==> config.mk <==
export PLATFORM = sky130hd
export DESIGN_NAME = mips_regwrite_arbiter
export DESIGN_NICKNAME = d
export VERILOG_FILES = /design/src/rtl/mips_regwrite_arbiter.sv
export SDC_FILE = /design/constraint.sdc
export NUM_CORES = 1
export LEC_CHECK = 0
export CAP_MARGIN = 15
export CORE_ASPECT_RATIO = 2
export CORE_MARGIN = 4
export CORE_UTILIZATION = 41
export CTS_BUF_LIST = sky130_fd_sc_hd__clkbuf_2
export DETAILED_ROUTE_END_ITERATION = 10
export PLACE_DENSITY_LB_ADDON = 0.05
export SYNTH_ARGS = -nofsm -noshare
export SYNTH_HDL_FRONTEND = slang
export SYNTH_SLANG_ARGS = --single-unit
==> constraint.sdc <==
create_clock -name clk -period 2.43 [get_ports clk]
set_clock_uncertainty 0.15 [all_clocks]
set_input_delay 0.486 -clock clk [delete_from_list [all_inputs] [get_ports clk]]
set_output_delay 0.486 -clock clk [all_outputs]
set_load 0.01 [all_outputs]
==> src/rtl/mips_regwrite_arbiter.sv <==
// rtl/mips_regwrite_arbiter.sv - write-port scheduler for the 8x32 mips register file
// Clears every register after reset, then round-robins the single write port between A and B.
module mips_regwrite_arbiter #(
  parameter int ADDR_W = 3,
  parameter int DATA_W = 32
) (
  input  logic              clk,
  input  logic              rst,
  input  logic              req_valid_a,
  input  logic [ADDR_W-1:0] req_reg_a,
  input  logic [DATA_W-1:0] req_data_a,
  output logic              req_ready_a,
  input  logic              req_valid_b,
  input  logic [ADDR_W-1:0] req_reg_b,
  input  logic [DATA_W-1:0] req_data_b,
  output logic              req_ready_b,
  output logic [ADDR_W-1:0] write_reg,
  output logic [DATA_W-1:0] write_data,
  output logic              signal_reg_write,
  output logic              init_done
);

  typedef enum logic {ST_INIT, ST_RUN} state_t;

  localparam logic [ADDR_W-1:0] CNT_LAST = {ADDR_W{1'b1}};

  state_t            state_q;
  logic [ADDR_W-1:0] cnt_q;
  logic              last_q;   // 0 = A granted last, 1 = B granted last
  logic [ADDR_W-1:0] write_reg_q;
  logic [DATA_W-1:0] write_data_q;
  logic              wen_q;
  logic              init_done_q;
  logic              grant_a;
  logic              grant_b;

  // When both are valid, the requester that did not win last time goes first.
  always_comb begin
    grant_a = 1'b0;
    grant_b = 1'b0;
    if (state_q == ST_RUN) begin
      grant_a = req_valid_a && (!req_valid_b || last_q);
      grant_b = req_valid_b && (!req_valid_a || !last_q);
    end
  end

  assign req_ready_a      = grant_a;
  assign req_ready_b      = grant_b;
  assign write_reg        = write_reg_q;
  assign write_data       = write_data_q;
  assign signal_reg_write = wen_q;
  assign init_done        = init_done_q;

  always_ff @(posedge clk) begin
    if (rst) begin
      state_q      <= ST_INIT;
      cnt_q        <= '0;
      last_q       <= 1'b1;
      write_reg_q  <= '0;
      write_data_q <= '0;
      wen_q        <= 1'b0;
      init_done_q  <= 1'b0;
    end else if (state_q == ST_INIT) begin
      write_reg_q  <= cnt_q;
      write_data_q <= '0;
      wen_q        <= 1'b1;
      if (cnt_q == CNT_LAST) begin
        state_q     <= ST_RUN;
        init_done_q <= 1'b1;
      end else begin
        cnt_q <= cnt_q + ADDR_W'(1);
      end
    end else begin
      if (grant_a) begin
        write_reg_q  <= req_reg_a;
        write_data_q <= req_data_a;
        wen_q        <= 1'b1;
        last_q       <= 1'b0;
      end else if (grant_b) begin
        write_reg_q  <= req_reg_b;
        write_data_q <= req_data_b;
        wen_q        <= 1'b1;
        last_q       <= 1'b1;
      end else begin
        wen_q <= 1'b0;
      end
    end
  end

endmodule

==> results of run 1 <==
[final cells by class]
cell class / instances / area (um2)
Multi-Input combinational cell: 133 / 881
Fill cell: 363 / 1320
Inverter: 2 / 7.51
Timing Repair Buffer: 120 / 1190
Clock buffer: 5 / 25.0
Clock inverter: 2 / 10.0
Tap cell: 54 / 67.6
Sequential cell: 42 / 842
[routing by layer]
metal | track usage [%] | vias up | wire length, um
met1 | 18.4 | 796 | 1860
met2 | 31.3 | 69 | 2740
met4 | 6.93 | 0 | 98
li1 | - | 914 | -
met3 | 5.64 | 8 | 370
met5 | 0 | - | 0
[placed cells by master (no fill, tap or decap), drive strengths merged]
master and count:
a211o 1, a21oi 41, buf 8, clkbuf 5, clkdlybuf4s50 110, clkinv 2, dfxtp 42, dlygate4sd2 2
ha 2, inv 2, mux2i 35, nand2 4, nor2 11, o21ai 34, o32ai 3, or3 1
xnor2 1
[power by group through the flow]
stage,logic (mW),registers [mW],clock network [mW]
3_3_place_gp,0.182,0.721,0
3_5_place_dp,0.184,0.721,0
2_1_floorplan,0.0443,0.722,0
5_1_grt,0.197,0.709,0.319
6_report,0.183,0.707,0.275
4_1_cts,0.185,0.707,0.294
[cell families (layout without fill, tap and decap cells)]
kind of cell,after synthesis,count (layout),synth area share [%]
xor+xnor,1,1,0.476
fa+ha+maj,2,2,1.36
simple gates,16,16,3.95
compound gates,79,79,22.5
mux,35,35,19.0
flops,42,42,45.7
buf+inv,17,129,6.94
[path summary, 6_finish.rpt]
kind	startpoint	end	slack, ns
min	init_done$_SDFFE_PP0P_	init_done$_SDFFE_PP0P_	0.35
max	req_valid_b	req_ready_b	0.25
min reg2reg	init_done$_SDFFE_PP0P_	init_done$_SDFFE_PP0P_	0.35
max reg2reg	state_q$_SDFF_PP0_	write_reg[1]$_SDFFE_PP0P_	0.66
[worst max-delay path, stage by stage]
cell	delay [ns]
clkdlybuf4s50_1	0.54
nand2_1	0.10
a21oi_1	0.12
dlygate4sd2_1	0.29
[through the flow]
step	TNS (ns)	util (%)	total power [mW]	instance area [um2]	cells
4_1_cts	0	69.7	1.19	3020	358
3_5_place_dp	-0.0525	68.9	0.905	2990	351
5_1_grt	0	69.7	1.23	3020	358
6_report	0	69.7	1.16	3020	358
2_1_floorplan	0	-	0.766	1840	192
3_3_place_gp	-0.00182	68.9	0.903	2990	351
==> flow_summary.toml, run 1 <==
[clocking]
post_cts_resized = 3
cts_sinks = 42
cts_hold_buf = 0
clk_latency_ns = 0.39
cts_tree = "done"
cts-root-buf = "clkbuf_2"
clk_pin_slew_ns = 0.18
cts_setup_buffers = 0
cts_buffers = 5
cts.path.max_buffers = 2
h-tree-depth = 2

[routing]
avgRoutedWirePerCell_um = 14.2
drc = 0
first_iter_violations = 23
vias = 1787
drtPass1Iterations = 4
wirelength_mm = 5.07
antenna_left = 0
vias_per_cell = 4.99

[worst_setup_path]
crit_fanout = 3
endpoint_kind = "output pin"
rr_worst_depth = 6
path_class = "in -> out"
cp.arrival_ns = 1.55
required_ns = 1.79
worstSetupStartpointType = "primary input"

[worst_hold_path]
hold_class = "reg -> reg"
hold-path-cell-count = 2

[global_routing]
grt_pass1_vias = 1702
grt_max_degree = 65
grt_antenna_before_repair = 0
grt_pass1_wl_mm = 7.83
grt.overflow.total = 0
track_usage_pct = 17.3

[yosys]
synth.most_common_cell = "dfxtp_1"
yosys.area.top_type_share_pct = 45.7
synthTopCellsByCount = "42 x dfxtp_1, 40 x a21oi_1, 35 x mux2i_1"
netlist_area_mm2 = 0.00184
synth_seq_cells = 42
synth_nets = 268
synth_cell_type_count = 20
netlist.top_cell.by_area = "dfxtp_1"
synth_enable_flop_cells = 0
synthCells = 192
synth.avg_cell_area_um2 = 9.58
yosysSeqAreaShare_pct = 45.7
ys_warn_count = 0
synthTopCellsByArea = "dfxtp_1 46%, mux2i_1 19%, a21oi_1 11%"
ys.flop_type = "dfxtp_1"
synthArstFlopShare_pct = 0

[sta]
period_minus_slack_ns = 2.18
fmax_mhz = 458
worst_slew_pin_slew_ns = 0.318
fin_ws_ns = 0.248
setup_viol = 0
final_max_slew_viol_count = 0
slew_headroom_pct = 78.8
hold_viol = 0
rsz0062_at_grt = "false"
finalCritPeriodShare_pct = 89.8
hold_ws_ns = 0.348

[die]
fp.dieW_um = 55.4
coreArea_mm2 = 0.00434
start_util_pct = 42.4
rows = 34
ioPinCount = 113
die_height_um = 103
die_area_mm2 = 0.00569

[cells_and_area]
num_antenna_cells = 0
largest_reg_flops = 32
final_net_count = 380
layout-drive-gt1-share_pct = 6.91
area_growth_pct = 64.4

[power_and_ir_drop]
intPower_mw = 0.898
switching_share_pct = 22.9
comb_power_share_pct = 15.7
ir_worst_vdd_uv = 363
p_per_area_mw_per_mm2 = 385
p_leak_nw = 1.07
p_clk_share_pct = 23.6
seq_power_share_pct = 60.7
p_sw_mw = 0.267

[place]
port_buffers = 112
pre_cts_ws_ns = -0.0391
post-dp-hpwl_mm = 3.88
place_congestion = 0.741

[run_status]
outcome = "completed"

[flow_run]
maxCapViolations = 0
Note: power is estimated with default switching activity, not from simulation.
==> inputs of run 2 (changes only) <==
- MAX_ROUTING_LAYER: default -> met4
==> flow_summary.toml, run 2 (synthesis results as in run 1) <==
[cells_and_area]
stdcell_count = 358
fill_cells = 363
num_antenna_cells = 0
layout_common_cells = "110 x clkdlybuf4s50_1, 41 x dfxtp_1, 40 x a21oi_1, 35 x mux2i_1, 32 x o21ai_0"
largest_reg_flops = 32
final_common_cell = "clkdlybuf4s50_1"
layout-drive-gt1-share_pct = 6.91
final_net_count = 380
fin_util_pct = 69.7
area_growth_pct = 64.4
final_area_mm2 = 0.00302

[global_routing]
grt_use_met2_pct = 31.2
grt_pass1_wl_mm = 7.82
track_usage_pct = 17.8
grt.overflow.total = 0
grt_antenna_before_repair = 0
gr-usage-met1_pct = 19.1
grt_pass1_vias = 1705
top_usage_layer = "met2"
grt_max_degree = 65
use_met3_pct = 4.76

[power_and_ir_drop]
p_per_area_mw_per_mm2 = 385
ir_worst_vdd_uv = 362
p_leak_nw = 1.07
power_mw = 1.17

[sta]
finalSetupTns_ns = 0
finalCritPeriodShare_pct = 89.8
hold_ws_ns = 0.348
fmax_mhz = 458
hold_viol = 0
period_minus_slack_ns = 2.18
fin_ws_ns = 0.248
worst_slew_pin_slew_ns = 0.321
rsz0062_at_grt = "false"
setup_viol = 0
slew_headroom_pct = 78.6
final_max_slew_viol_count = 0

[routing]
drc = 0
first_iter_violations = 27
vias = 1783
vias_per_cell = 4.98
wirelength_mm = 5.07
antenna_left = 0
avgRoutedWirePerCell_um = 14.2
drtPass1Iterations = 4

[place]
port_buffers = 112
pre_cts_ws_ns = -0.0391
post-dp-hpwl_mm = 3.88
postPlaceCellArea_mm2 = 0.00299
placed_cells = 351
place_congestion = 0.750

[worst_setup_path]
rr_worst_depth = 6
path_class = "in -> out"
crit_fanout = 3
endpoint_kind = "output pin"
reg2reg_from = "state_q$_SDFF_PP0_"
reg2reg_setup_slack_ns = 0.66
crit_end = "req_ready_b"
timing.rr.end = "write_reg[1]$_SDFFE_PP0P_"
cp.arrival_ns = 1.55
required_ns = 1.79
worstSetupStartpointType = "primary input"
crit_start = "req_valid_b"

[clocking]
clk_latency_ns = 0.38
cts_sinks = 42
cts_setup_buffers = 0
h-tree-depth = 2
cts_hold_buf = 0
clk_pin_slew_ns = 0.18
cts-root-buf = "clkbuf_2"
cts_buffers = 5
cts.path.max_buffers = 2
cts_tree = "done"

[worst_hold_path]
min-delay-start = "init_done$_SDFFE_PP0P_"
hold_class = "reg -> reg"

[die]
rows = 34
coreArea_mm2 = 0.00434
fp.dieW_um = 55.4
die_height_um = 103
die_area_mm2 = 0.00569
ioPinCount = 113
start_util_pct = 42.4

[run_status]
outcome = "completed"

[flow_run]
maxCapViolations = 0
run 2: what timing repair did:
action	in CTS	in global routing
endpoints found under the setup margin	2	0
endpoints found under the hold margin	0	0
gates resized for setup	3	0
run 2: report_power, final:
part | leakage, nW | total, mW | internal [mW] | switching, mW
Combinational | 0.703 | 0.183 | 0.135 | 0.0475
Clock | 0.0286 | 0.275 | 0.0625 | 0.213
Sequential | 0.340 | 0.707 | 0.700 | 0.00695
Total | 1.07 | 1.17 | 0.898 | 0.267
run 2: worst min-delay path by stage:
stage | to | slack [ns] | depth (start not counted)
CTS | init_done$_SDFFE_PP0P_ | 0.35 | 2
detailed placement | init_done$_SDFFE_PP0P_ | 0.31 | 2
floorplan | cnt_q[1]$_SDFFE_PP0P_ | 0.32 | 2
global placement | init_done$_SDFFE_PP0P_ | 0.30 | 2
finish | init_done$_SDFFE_PP0P_ | 0.35 | 2
global route | cnt_q[2]$_SDFFE_PP0P_ | 0.40 | 2
run 2: layout make-up:
cell class / count / area (um2) / area share, %
flip-flops and latches: 42 / 842 / 27.8
well taps: 54 / 67.6 / 2.23
clock inverters: 2 / 10.0 / 0.331
clock buffers: 5 / 25.0 / 0.827
repair buffers: 120 / 1190 / 39.4
multi-input cells: 133 / 881 / 29.1
inverters: 2 / 7.51 / 0.248
run 2: critical path, stage by stage:
cell             delay (ns)
clkdlybuf4s50_1        0.54
nand2_1                0.10
a21oi_1                0.12
dlygate4sd2_1          0.29
run 2: metal layers:
layer	share of wire, %	wire length [um]	vias to the layer above
met5	0	0	-
met4	1.7	84	0
met3	6.1	307	7
met2	54	2760	69
met1	38	1920	791
li1	-	-	916
